**src/rtl/cam_capture_ctrl.sv**
```systemverilog
// Camera capture controller: sequences camera power-up, then on request stores one
// frame of RGB565 pixels (two bytes each) from an asynchronous camera bus into a frame buffer.
module cam_capture_ctrl #(
  parameter int H_ACTIVE   = 160,
  parameter int V_ACTIVE   = 120,
  parameter int PWR_CYCLES = 1000,
  parameter int ADDR_W     = 15
) (
  input  logic              clk,
  input  logic              rst,
  input  logic              start,
  output logic              busy,
  output logic              done,
  output logic              err,
  input  logic              Vsync,
  input  logic              Href,
  input  logic              Pclk,
  input  logic [7:0]        Imagen,
  output logic              Xclk,
  output logic              Reset,
  output logic              PWDN,
  output logic              wr_en,
  output logic [ADDR_W-1:0] wr_addr,
  output logic [15:0]       wr_data
);

  localparam int CNT_W = (PWR_CYCLES > 1) ? $clog2(PWR_CYCLES) : 1;
  localparam int COL_W = $clog2(H_ACTIVE + 1);
  localparam logic [CNT_W-1:0]  CNT_LAST  = CNT_W'(PWR_CYCLES - 1);
  localparam logic [COL_W-1:0]  COL_END   = COL_W'(H_ACTIVE);
  localparam logic [ADDR_W:0]   FRAME_END = (ADDR_W + 1)'(H_ACTIVE * V_ACTIVE);

  typedef enum logic [2:0] {
    S_PWR_DOWN,
    S_CAM_RST,
    S_SETTLE,
    S_IDLE,
    S_WAIT_VS,
    S_CAPTURE,
    S_DONE
  } state_t;

  state_t           state, state_d;
  logic [CNT_W-1:0] cnt;

  // Synchronized camera bus plus one-cycle-old copies for edge detection
  logic [1:0] vs_sync, hr_sync, pc_sync;
  logic [7:0] img_d1, img_d2;
  logic       vs_q, hr_q, pc_q;
  logic       vs_s, hr_s, pc_s;
  logic       vs_rise, vs_fall, hr_fall, pc_event;

  // Capture datapath; the address keeps one extra bit so a frame that exactly
  // fills the address space still saturates instead of wrapping.
  logic             phase;
  logic [COL_W-1:0] col;
  logic [7:0]       hi_byte;
  logic [ADDR_W:0]  addr_q;
  logic [ADDR_W:0]  addr_eff;
  logic             byte_ok, addr_ok, col_ok;

  // NOTE: sequential state always uses non-blocking (<=) so every flop samples
  // pre-edge values; blocking here would make the 2-FF chain collapse into one.
  always_ff @(posedge clk or negedge rst) begin
    if (!rst) begin
      vs_sync <= '0;
      hr_sync <= '0;
      pc_sync <= '0;
      img_d1  <= '0;
      img_d2  <= '0;
      vs_q    <= 1'b0;
      hr_q    <= 1'b0;
      pc_q    <= 1'b0;
    end else begin
      vs_sync <= {vs_sync[0], Vsync};
      hr_sync <= {hr_sync[0], Href};
      pc_sync <= {pc_sync[0], Pclk};
      img_d1  <= Imagen;
      img_d2  <= img_d1;
      vs_q    <= vs_sync[1];
      hr_q    <= hr_sync[1];
      pc_q    <= pc_sync[1];
    end
  end

  assign vs_s     = vs_sync[1];
  assign hr_s     = hr_sync[1];
  assign pc_s     = pc_sync[1];
  assign vs_rise  = vs_s & ~vs_q;
  assign vs_fall  = ~vs_s & vs_q;
  assign hr_fall  = ~hr_s & hr_q;
  assign pc_event = pc_s & ~pc_q;

  always_ff @(posedge clk or negedge rst) begin
    if (!rst) Xclk <= 1'b0;
    else      Xclk <= ~Xclk;
  end

  // State register; the phase counter restarts on every state change
  always_ff @(posedge clk or negedge rst) begin
    if (!rst) begin
      state <= S_PWR_DOWN;
      cnt   <= '0;
    end else begin
      state <= state_d;
      if ((state inside {S_PWR_DOWN, S_CAM_RST, S_SETTLE}) && (state_d == state))
        cnt <= cnt + CNT_W'(1);
      else
        cnt <= '0;
    end
  end

  // NOTE: every always_comb output gets a default first; a missed branch then
  // holds the default instead of inferring a latch.
  always_comb begin
    state_d = state;
    PWDN    = 1'b0;
    Reset   = 1'b1;
    busy    = 1'b1;
    done    = 1'b0;
    case (state)
      S_PWR_DOWN: begin
        PWDN  = 1'b1;
        Reset = 1'b0;
        if (cnt == CNT_LAST) state_d = S_CAM_RST;
      end
      S_CAM_RST: begin
        Reset = 1'b0;
        if (cnt == CNT_LAST) state_d = S_SETTLE;
      end
      S_SETTLE:  if (cnt == CNT_LAST) state_d = S_IDLE;
      S_IDLE: begin
        busy = 1'b0;
        if (start) state_d = S_WAIT_VS;
      end
      S_WAIT_VS: if (vs_fall) state_d = S_CAPTURE;
      S_CAPTURE: if (vs_rise) state_d = S_DONE;
      S_DONE: begin
        done    = 1'b1;
        state_d = S_IDLE;
      end
      default: state_d = S_PWR_DOWN;
    endcase
  end

  // A frame-ending Vsync edge wins over a coincident byte
  assign byte_ok  = (state == S_CAPTURE) && !vs_rise && pc_event && hr_s;
  assign addr_ok  = addr_q < FRAME_END;
  assign col_ok   = col < COL_END;
  assign addr_eff = addr_q + {{ADDR_W{1'b0}}, wr_en};
  assign wr_addr  = addr_q[ADDR_W-1:0];

  always_ff @(posedge clk or negedge rst) begin
    if (!rst) begin
      phase   <= 1'b0;
      col     <= '0;
      hi_byte <= '0;
      addr_q  <= '0;
      wr_en   <= 1'b0;
      wr_data <= '0;
      err     <= 1'b0;
    end else begin
      wr_en <= 1'b0;
      // Address advances the cycle after the write so wr_addr matches wr_en
      if (wr_en) addr_q <= addr_q + (ADDR_W + 1)'(1);

      if (state == S_IDLE && start) begin
        err    <= 1'b0;
        addr_q <= '0;
      end

      if (state == S_WAIT_VS && vs_fall) begin
        phase <= 1'b0;
        col   <= '0;
      end

      if (state == S_CAPTURE) begin
        if (vs_rise) begin
          if (addr_eff != FRAME_END) err <= 1'b1;
        end else if (hr_fall) begin
          phase <= 1'b0;
          col   <= '0;
          if (phase) err <= 1'b1;
        end else if (byte_ok) begin
          if (!phase) begin
            hi_byte <= img_d2;
            phase   <= 1'b1;
          end else begin
            phase <= 1'b0;
            if (col_ok) col <= col + COL_W'(1);
            if (col_ok && addr_ok) begin
              wr_en   <= 1'b1;
              wr_data <= {hi_byte, img_d2};
            end else begin
              err <= 1'b1;
            end
          end
        end
      end
    end
  end

endmodule

```
**config.mk**
```make
export PLATFORM = sky130hd
export DESIGN_NAME = cam_capture_ctrl
export DESIGN_NICKNAME = d
export VERILOG_FILES = /design/src/rtl/cam_capture_ctrl.sv
export SDC_FILE = /design/constraint.sdc
export NUM_CORES = 1
export LEC_CHECK = 0
export CAP_MARGIN = 20
export CELL_PAD_IN_SITES_DETAIL_PLACEMENT = 1
export CELL_PAD_IN_SITES_GLOBAL_PLACEMENT = 2
export CORE_MARGIN = 4
export CORE_UTILIZATION = 33
export DETAILED_ROUTE_END_ITERATION = 8
export HOLD_SLACK_MARGIN = 0.1
export PLACE_DENSITY = 0.73
export SLEW_MARGIN = 40
export SYNTH_ARGS = -nofsm -noshare
export SYNTH_HDL_FRONTEND = slang
export SYNTH_SLANG_ARGS = --single-unit
```
**constraint.sdc**
```tcl
create_clock -name clk -period 5.4 [get_ports clk]
set_clock_uncertainty 0.15 [all_clocks]
set_input_delay 0.81 -clock clk [delete_from_list [all_inputs] [get_ports clk]]
set_output_delay 0.81 -clock clk [all_outputs]
set_load 0.01 [all_outputs]
```
* Yosys cells after proc, flatten, opt, wreduce, memory -nomap -nowiden
Index checks and enable logic that the tools add are counted.
Widths: inputs -> output; s select.
** Cells by class
- Multiplexer cells :: 42
- Magnitude comparators :: 2
- Eq/ne operators :: 9
- Bitwise logic cells :: 12
- Add/subtract/negate cells :: 4
- Reduce and logical (&&, ||, !) cells :: 14
** Operators by type and width (number)
- $mux 8 :: 7
- $mux 16 :: 2
- $mux 1 :: 25
- $pmux 3 s7 :: 1
- $mux 3 :: 6
- $add 16x1->16 :: 1
- $add 16x1->16 const B :: 1
- $lt 16x15->1 const B :: 1
- $ne 16x15->1 const B :: 1
- $add 10x1->10 const B :: 1
- $eq 10x10->1 const B :: 1
- $mux 10 :: 1
- $eq 3x3->1 const B :: 3
- $add 8x1->8 const B :: 1
- $lt 8x8->1 const B :: 1
- $not 1->1 :: 8
- $logic_and 1x1->1 :: 7
- $eq 3x2->1 const B :: 2
- $reduce_and 6->1 :: 1
- $reduce_and 5->1 :: 1
- $and 1x1->1 :: 4
- $eq 3x1->1 const B :: 1
- $eq 3x3->1 :: 1
- $logic_not 3->1 :: 1
- 4 further kinds :: 4
** Word-level totals
- Bits of input ports :: 14
- Flip-flop bits (word level) :: 90
- Logic and storage cells :: 101

* Logic depth before layout (Yosys ltp)
Gate-level depths: netlist (run 1).
- Depth in word-level cells :: 10
- Mapped depth :: 7

* Worst setup path after synthesis (run 1)
OpenSTA, ideal clock, no wires.
- Path type :: flip-flop to flip-flop
- Start :: reg wr_en
- End :: reg err
- Setup time :: 0.131 ns
- Clock period less this slack :: 2.087 ns
- Slack :: 3.313 ns
- Required time :: 5.119 ns
- Arrival :: 1.806 ns
- Cell stages (with the launch flop) :: 8
- Path buffers :: 0
- Path through :: dfrtp_1 -> ha_1 -> ha_1 -> nor4b_1 -> nand4_1 -> a211o_1 -> nor4_1 -> a31oi_1
** Between the ends
- Cells in the longest elaborated chain, start to end :: 5
** RTL lines
- start, declared :: line 22 : output logic wr_en,
- start signal, assigned :: line 159 : wr_en <= 1'b0;
- start signal, assigned :: line 163 : wr_en <= 1'b0;
- start signal, assigned :: line 192 : wr_en <= 1'b1;
- $add 16x1->16 :: line 150 : assign addr_eff = addr_q + {{ADDR_W{1'b0}}, wr_en};
- $ne 16x15->1 :: line 179 : if (addr_eff != FRAME_END) err <= 1'b1;
- $mux 1 :: line 179
- $mux 1 :: line 178 : if (vs_rise) begin
- $mux 1 :: line 177 : if (state == S_CAPTURE) begin
- end signal, assigned :: line 179
- end signal, assigned :: line 183 : if (phase) err <= 1'b1;
- end signal, assigned :: line 195 : err <= 1'b1;
- end, declared :: line 14 : output logic err,
No other way between the ends.
A chain may end at the register's enable or synchronous reset.

* Worst setup path after layout (run 1)
- Start :: reg state[2]
- End :: out PWDN
** Between the ends
- Cells in the longest elaborated chain, start to end :: 2
** RTL lines
- start, declared :: line 43 : state_t state, state_d;
- start signal, assigned :: line 105 : state <= state_d;
- $logic_not 3->1 :: line 121 : case (state)
- $mux 1 :: line 121
- end, declared :: line 21 : output logic PWDN,
No other way between the ends.

==> flow_metrics.tcl, run 1 <==
set metrics [dict create \
    synth_top_family_by_area "simple AND/OR/NAND/NOR gates" \
    synth-simple-area-share_pct 16.77 \
    arrival_ns 1.81 \
    worstPathRequired_ns 4.44 \
    multi_input_area_sq_um 1559 \
    drt-initial-drc-count 107 \
    post-route-period-util_pct 51.39 \
    first_pass_iters 4 \
    slew_headroom_pct 53.56 \
    drive_above_1_share_pct 12.69 \
    path_class "flip-flop to output pin" \
    place_area_sq_um 4529 \
    worst_path_largest_cell_delay_ns 0.54 \
    drc 0 \
    io_pins 52 \
    worst_slew_pin_slew_ns 0.6961 \
    synthArstFlopShare_pct 100.0 \
    rsz0062_at_grt "no" \
    cts.path.max_buffers 2 \
    synth_area_sq_um 4014 \
    ctsResizeCount 0 \
    critPathMaxFanout 13 \
    grt_max_degree 67 \
    grt_pass1_wl_um 14500 \
    syn_to_final_growth_pct 20.92 \
    cts_tree "built" \
    routed_via_density 4.939 \
    synth_seq_cells 90 \
    mostFrequentLayoutCell "dfrtp_1" \
    start_util_pct 33.56 \
    synth_ff_type "dfrtp_1" \
    yosys_warnings 0 \
    muxShareOfSynthArea_pct 8.354 \
    seq_area_sq_um 2252 \
    drv_slew 0 \
    place_ws_ns 2.472 \
    rows 40 \
    nFillCells 1313 \
    power_mw 2.087 \
    grt_pass1_vias 2812 \
    hold_violations 0 \
    postCtsSetupBuffers 0 \
    cts-root-buf "clkbuf_16" \
    status "finished clean" \
    synth_cell_types 47 \
    layout_common_cells "dfrtp_1, clkdlybuf4s50_1, nor2_1" \
    wl_per_cell_um 15.37 \
    vias 2672 \
    yosysSeqAreaShare_pct 56.11 \
    numCtsBuffers 9 \
    syn_nets 371 \
    gp_congestion 0.7536 \
    insertion_delay_ns 0.35 \
    synthXorXnorAreaFrac_pct 5.455 \
    synth_edf_count 0 \
    cts_hold_buf 0 \
    fin_ws_ns 2.625 \
    grt_overflow 0 \
    path_cells "or2_2 > nor2_1 > clkdlybuf4s50_1" \
    die_w_um 118.3 \
    tns_ns 0 \
    cts_max_level 3 \
    synth_compound_area_share_pct 6.702 \
    hpwl_um 5719 \
    max_freq_mhz 360.4 \
    period_minus_slack_ns 2.775 \
    cap_violations 0 \
    antenna_found_initial 0 \
    netlist_instances 352 \
    antenna_cells 0 \
    ant_nets 0 \
    setup_viol 0 \
    place.port_buffers 51 \
    slowest_stage "clkdlybuf4s50_1" \
    final_cell_area_sq_um 4853 \
    cts.clk_slew.worst_paths_ns 0.07 \
    synth_fa_ha_area_share_pct 1.559 \
    leakage_nw 2.122 \
    num-nets-final 408 \
    syn_avg_cell_area_sq_um 11.40 \
    wl_um 8316 \
    cts.sinks 90 \
    hp-class "flip-flop to flip-flop" \
    dieArea_sq_um 13990 \
    die_h_um 118.3 \
    powerDensity_nw_per_um2 429.9 \
    critPathCaptureType "output pin" \
    coreArea_sq_um 11960 \
    track_usage_pct 12.97 \
    ir_worst_vdd_mv 0.2813 \
    critPathLaunchType "flip-flop" \
]
==> worst paths after layout <==
path,startpoint,to,slack [ns],cells after the start
worst max-delay path,state[2],PWDN,2.63,3
worst min-delay path,hr_sync[0],hr_sync[1],0.20,0
worst max register to register,wr_en,err,2.90,7
worst min register to register,hr_sync[0],hr_sync[1],0.20,0
max in group asynchronous,rst,img_d1[3],4.00,2
min in group asynchronous,rst,addr_q[4],0.21,1
==> routing by layer <==
layer	vias to the layer above	GRT usage, %	part of all wire [%]	wire, um
met1	1339	16.32	46	3797
met2	39	20.76	48	4025
met4	0	5.714	2.1	174
met3	10	3.732	3.8	319
li1	1284	-	-	-
met5	-	0	0	0
==> flip-flops by register name, indices dropped and copies added, names as in the netlist, 2 cells and up <==
name / cells
addr_q: 16
hi_byte: 8
col: 8
img_d1: 8
cnt: 10
hr_sync: 2
wr_data: 16
pc_sync: 2
vs_sync: 2
img_d2: 8
state: 3
==> cell type report <==
cell class              count  share of cell area (%)
clock buffers               9                   4.640
clock inverters             7                   1.959
well taps                 147                   3.790
multi-input cells         231                   32.12
repair buffers             52                   10.70
inverters                   5                  0.3867
flip-flops and latches     90                   46.40
==> report_power, final <==
part           switching (mW)  total, mW  internal (mW)
Clock                   0.295      0.667          0.372
Combinational           0.211      0.467          0.256
Sequential              0.165      0.952          0.787
==> logic make-up (layout without fill, tap and decap cells) <==
group | count (synthesis) | count (layout)
flops | 90 | 90
fa+ha+maj | 5 | 5
compound gates | 42 | 42
xor+xnor | 25 | 25
buf+inv | 31 | 73
simple gates | 132 | 132
mux | 27 | 27
==> stage by stage <==
stage,hold slack (ns),utilization [%],instances
final,0.2002,40.58,541
after global placement,0.1834,37.87,525
after CTS,0.2020,40.54,541
after global routing,0.2119,40.58,541
after floorplan,0.1812,-,352
after detailed placement,0.1863,37.87,525
==> worst max-delay path, delay by kind of cell (launching register included) <==
kind | cells | cell delay, ns
simple gates | 2 | 0.42
flops | 1 | 0.51
buf+inv | 1 | 0.54
==> cells in the mapped netlist, types with 2 or more instances <==
library cell / count / area share, %
nor2b_1: 5 / 0.78
a21oi_1: 10 / 1.2
nor2_1: 44 / 4.1
mux2_2: 16 / 4.5
and4_1: 2 / 0.44
nand4_1: 8 / 1.2
nor3_1: 7 / 0.87
ha_1: 5 / 1.6
nor4_1: 3 / 0.47
a211o_1: 4 / 0.87
buf_2: 6 / 0.75
nand3_1: 17 / 2.1
xnor2_1: 13 / 2.8
a31oi_1: 4 / 0.62
a221o_1: 2 / 0.50
xor2_1: 12 / 2.6
mux2_4: 9 / 3.4
o21ai_0: 14 / 1.7
mux2i_1: 2 / 0.50
inv_1: 5 / 0.47
and3_1: 7 / 1.1
clkbuf_1: 2 / 0.19
nand2_1: 18 / 1.7
or2_2: 3 / 0.47
buf_4: 16 / 3.0
and3b_1: 2 / 0.44
or3_1: 2 / 0.31
dfrtp_1: 90 / 56
nand2b_1: 6 / 0.94
Note: power is estimated with default switching activity, not from simulation.
==> inputs of run 2 (changes only) <==
--- a/config.mk
+++ b/config.mk
@@ -12,7 +12,7 @@
 export CORE_UTILIZATION = 33
 export DETAILED_ROUTE_END_ITERATION = 8
 export HOLD_SLACK_MARGIN = 0.1
-export PLACE_DENSITY = 0.73
+export PLACE_DENSITY = 0.76
 export SLEW_MARGIN = 40
 export SYNTH_ARGS = -nofsm -noshare
 export SYNTH_HDL_FRONTEND = slang
==> constraint.sdc (replaced) <==
create_clock -name clk -period 2.4 [get_ports clk]
set_clock_uncertainty 0.15 [all_clocks]
set_input_delay 0.36 -clock clk [delete_from_list [all_inputs] [get_ports clk]]
set_output_delay 0.36 -clock clk [all_outputs]
set_load 0.01 [all_outputs]
==> flow_metrics.tcl, run 2 (synthesized netlist as in run 1, its figures left out) <==
set metrics [dict create \
    rsz0062_at_grt "no" \
    worst_slew_pin_slew_ns 0.5318 \
    wl_um 9006 \
    io_pins 52 \
    hold_violations 0 \
    power_mw 4.728 \
    place_area_sq_um 4637 \
    rows 40 \
    setup_viol 0 \
    layout_common_cells "dfrtp_1, clkdlybuf4s50_1, nor2_1" \
    cts.path.max_buffers 2 \
    drv_slew 0 \
    fin_util_pct 41.36 \
    grt_pass1_wl_um 15540 \
    ir_worst_vdd_mv 0.3674 \
    start_util_pct 33.56 \
    drc 0 \
    postCtsSetupBuffers 0 \
    cap_violations 0 \
    post-route-period-util_pct 95.61 \
    grt_overflow 0 \
    wl_per_cell_um 16.32 \
    grt_max_degree 53 \
    routed_via_density 4.946 \
    place.port_buffers 51 \
    grt_pass1_vias 3032 \
    die_w_um 118.3 \
    p_sw_mw 1.482 \
    num-nets-final 420 \
    tns_ns 0 \
    top_regs "addr_q (16), wr_data (16), cnt (10)" \
    leakage_nw 2.182 \
    numCtsBuffers 9 \
    worstPathRequired_ns 1.89 \
    cts_hold_buf 1 \
    period_minus_slack_ns 2.295 \
    status "finished clean" \
    coreArea_sq_um 11960 \
    cts_tree "built" \
    internal_power_mw 3.246 \
    powerDensity_nw_per_um2 955.7 \
    cts.sinks 90 \
    die_h_um 118.3 \
    cts-root-buf "clkbuf_16" \
    drt-initial-drc-count 97 \
    first_pass_iters 4 \
    dieArea_sq_um 13990 \
    arrival_ns 1.78 \
    insertion_delay_ns 0.34 \
    antenna_cells 0 \
    ctsResizeCount 0 \
    gp_congestion 0.7553 \
    critPathLaunchType "flip-flop" \
    syn_to_final_growth_pct 23.25 \
    max_freq_mhz 435.8 \
    track_usage_pct 13.98 \
    antenna_found_initial 0 \
    drive_above_1_share_pct 14.81 \
    vias 2730 \
    critPathCaptureType "output pin" \
    hpwl_um 6411 \
    path_class "flip-flop to output pin" \
    switching_share_pct 31.34 \
    cts_max_level 3 \
    critPathMaxFanout 13 \
    mostFrequentLayoutCell "dfrtp_1" \
    cts.clk_slew.worst_paths_ns 0.06 \
    pwr-share-seq_pct 43.7 \
    slew_headroom_pct 64.54 \
    hp-class "flip-flop to flip-flop" \
    final_cell_area_sq_um 4947 \
    combPwrFrac_pct 25.8 \
    p_clk_share_pct 30.5 \
    ant_nets 0 \
]
==> run 2: power groups by stage <==
| stage | Combinational [mW] | Clock [mW] | Sequential [mW] |
|---|---|---|---|
| finish | 1.22 | 1.44 | 2.07 |
| global route | 1.35 | 1.56 | 2.12 |
| CTS | 1.25 | 1.49 | 2.07 |
| detailed placement | 1.24 | 0 | 2.10 |
| global placement | 1.20 | 0 | 2.08 |
| floorplan | 0.851 | 0 | 2.00 |
==> run 2: worst paths after layout <==
| kind | cells after the start | slack [ns] | startpoint | to |
|---|---|---|---|---|
| max | 3 | 0.11 | state[2] | PWDN |
| min | 0 | 0.20 | img_d1[6] | img_d2[6] |
| max reg2reg | 7 | 0.18 | wr_en | err |
| min reg2reg | 0 | 0.20 | img_d1[6] | img_d2[6] |
| max in group asynchronous | 3 | 1.06 | rst | img_d1[4] |
| min in group asynchronous | 2 | 0.39 | rst | addr_q[4] |
==> run 2: metal layers <==
metal | share of wire, % | up-vias | wire length [um] | GRT usage, %
met5 | 0 | - | 0 | 0
met4 | 1.8 | 0 | 164 | 6.740
met3 | 2.6 | 11 | 230 | 2.919
met2 | 52 | 40 | 4675 | 24.15
met1 | 44 | 1377 | 3935 | 16.52
li1 | - | 1302 | - | -
==> run 2: stage by stage <==
stage	hold slack [ns]	worst slack, ns	instances
after floorplan	-0.08559	0.3133	352
after global placement	0.1818	0.2546	536
after detailed placement	0.1863	0.1474	536
after CTS	0.2014	0.06808	552
after global routing	0.2049	0.01313	552
final	0.1981	0.1053	552
==> run 2: area by class of cell <==
cell class                 count  area, sq um
clock inverter                 5        61.31
fill                        1281         7014
tap                          147        183.9
inverter                       5        18.77
multi-input combinational    231         1559
sequential                    90         2252
clock buffer                  10        239.0
timing repair buffer          64        633.1
==> run 2: worst max-delay path: stages (launching register included) <==
cell	delay [ns]
dfrtp_1	0.49
or2_2	0.33
nor2_1	0.09
clkdlybuf4s50_1	0.54
==> inputs of run 3 (changes only) <==
==> constraint.sdc (replaced) <==
create_clock -name clk -period 1.9 [get_ports clk]
set_clock_uncertainty 0.15 [all_clocks]
set_input_delay 0.285 -clock clk [delete_from_list [all_inputs] [get_ports clk]]
set_output_delay 0.285 -clock clk [all_outputs]
set_load 0.01 [all_outputs]
==> flow_metrics.tcl, run 3 (synthesized netlist as in run 1, its figures left out) <==
set metrics [dict create \
    status "finished, violations left" \
    violations "negative setup slack" \
    period_minus_slack_ns 1.940 \
    routed_via_density 4.909 \
    setup_viol 3 \
    slowest_stage "dfrtp_1" \
    place.port_buffers 51 \
    path_cells "buf_6 > and3b_1 > and4_4 > a21oi_2 > o31a_1 > a221o_1" \
    reg2reg_slack_ns -0.04 \
    fin_ws_ns -0.03963 \
    grt_pass1_vias 3204 \
    numCtsBuffers 9 \
    hpwl_um 6683 \
    internal_power_mw 4.284 \
    use_met1_pct 16.52 \
    antenna_cells 0 \
    combPwrFrac_pct 32.6 \
    final_cell_area_sq_um 5455 \
    start_util_pct 33.56 \
    syn_to_final_growth_pct 35.91 \
    critPathCaptureType "flip-flop" \
    min_path_cells 0 \
    cts-root-buf "clkbuf_16" \
    track_usage_pct 14.05 \
    cts.clk_slew.worst_paths_ns 0.07 \
    place_area_sq_um 4935 \
    die_w_um 118.3 \
    switching_share_pct 32.37 \
    gp_congestion 0.8026 \
    tns_ns -0.06686 \
    path_class "flip-flop to flip-flop" \
    p_clk_share_pct 27.6 \
    worst_slew_pin_slew_ns 0.3417 \
    wl_per_cell_um 16.12 \
    use_met2_pct 24.22 \
    antenna_found_initial 0 \
    p_sw_mw 2.051 \
    pwr-share-seq_pct 39.7 \
    cts_max_level 3 \
    io_pins 52 \
    max_freq_mhz 515.6 \
    ir_worst_vdd_mv 0.3691 \
    num-nets-final 463 \
    power_mw 6.335 \
    drt-initial-drc-count 111 \
    powerDensity_nw_per_um2 1161 \
    wl_um 9605 \
    r2r_cells 6 \
    leakage_nw 2.496 \
    post-route-period-util_pct 102.1 \
    grt_overflow 0 \
    cap_violations 0 \
    worstPathRequired_ns 1.98 \
    ant_nets 0 \
    cts.sinks 90 \
    use_met3_pct 3.254 \
    drv_slew 0 \
    layout_common_cells "dfrtp_1, buf_4, clkdlybuf4s50_1" \
    worst_path_largest_cell_delay_ns 0.39 \
    rows 40 \
    drive_above_1_share_pct 27.39 \
    timing.rr.end "col[2]" \
    first_pass_iters 4 \
    r2r-start "state[1]" \
    grt_busiest_layer "met2" \
    drc 0 \
    dieArea_sq_um 13990 \
    min_to "img_d2[4]" \
    hp-class "flip-flop to flip-flop" \
    crit_family "compound AO/OA/AOI/OAI gates" \
    grt_pass1_wl_um 15830 \
    rsz0062_at_grt "yes" \
    fin_cells 596 \
    arrival_ns 2.02 \
    hold_violations 0 \
    dp_cells 569 \
    critPathLaunchType "flip-flop" \
    cts.path.max_buffers 2 \
    cts_tree "built" \
    min_from "img_d1[4]" \
    vias 2926 \
    mostFrequentLayoutCell "dfrtp_1" \
    critPathMaxFanout 6 \
    path_buf_inv 1 \
    grt_max_degree 35 \
    timing.hold.ws_ns 0.1995 \
    insertion_delay_ns 0.35 \
    die_h_um 118.3 \
    top_regs "addr_q (16), wr_data (16), cnt (10)" \
    coreArea_sq_um 11960 \
    slew_headroom_pct 76.98 \
]
[run 3: cell types whose count changed in the layout (fill, tap and decap cells not counted), sizes merged, moves of 2 or more]
cell,delta
buf,+44
clkdlybuf4s50,-8
dlymetal6s2s,+3
clkinv,+2
[run 3: how the worst max path moves through the flow]
stage              to  depth (start not counted)  slack, ns      start
5_1_grt           err                          7      -0.12      wr_en
3_3_place_gp      err                          7      -0.06  addr_q[0]
3_5_place_dp      err                          7      -0.13  addr_q[0]
6_report       col[2]                          6      -0.04   state[1]
2_1_floorplan     err                          7      -0.09  addr_q[0]
4_1_cts        col[2]                          6       -0.1   state[1]
[run 3: repair_timing]
item | in CTS | in global routing
pin swaps | 9 | 7
hold endpoints to repair | 90 | 0
buffers inserted | 4 | 5
gates cloned | 0 | 1
endpoints found under the setup margin | 14 | 50
gates resized for setup | 23 | 28
hold buffers | 1 | 0
[run 3: power by group through the flow]
stage	Combinational [mW]	Clock [mW]	Sequential, mW
2_1_floorplan	1.09	0	2.53
3_3_place_gp	1.89	0	2.52
6_report	2.07	1.75	2.52
4_1_cts	2.01	1.81	2.51
5_1_grt	2.28	1.89	2.56
3_5_place_dp	1.93	0	2.55
[run 3: per-stage QoR]
stage / util, % / setup slack, ns
global placement: 41.26 / -0.05874
floorplan: - / -0.08701
CTS: 44.36 / -0.09594
detailed placement: 41.26 / -0.1313
global route: 45.61 / -0.1186
finish: 45.61 / -0.03963
[run 3: layer usage]
metal / vias up / part of all wire, %
met1: 1485 / 43
met2: 40 / 53
met3: 11 / 2.4
met5: - / 0
li1: 1390 / -
met4: 0 / 1.8
[run 3: area by class of cell]
class	count	area (sq um)
Clock inverter	7	75.07
Sequential cell	90	2252
Multi-Input combinational cell	231	1693
Tap cell	147	183.9
Inverter	5	18.77
Fill cell	1285	6506
Timing Repair Buffer	107	1007
Clock buffer	9	225.2
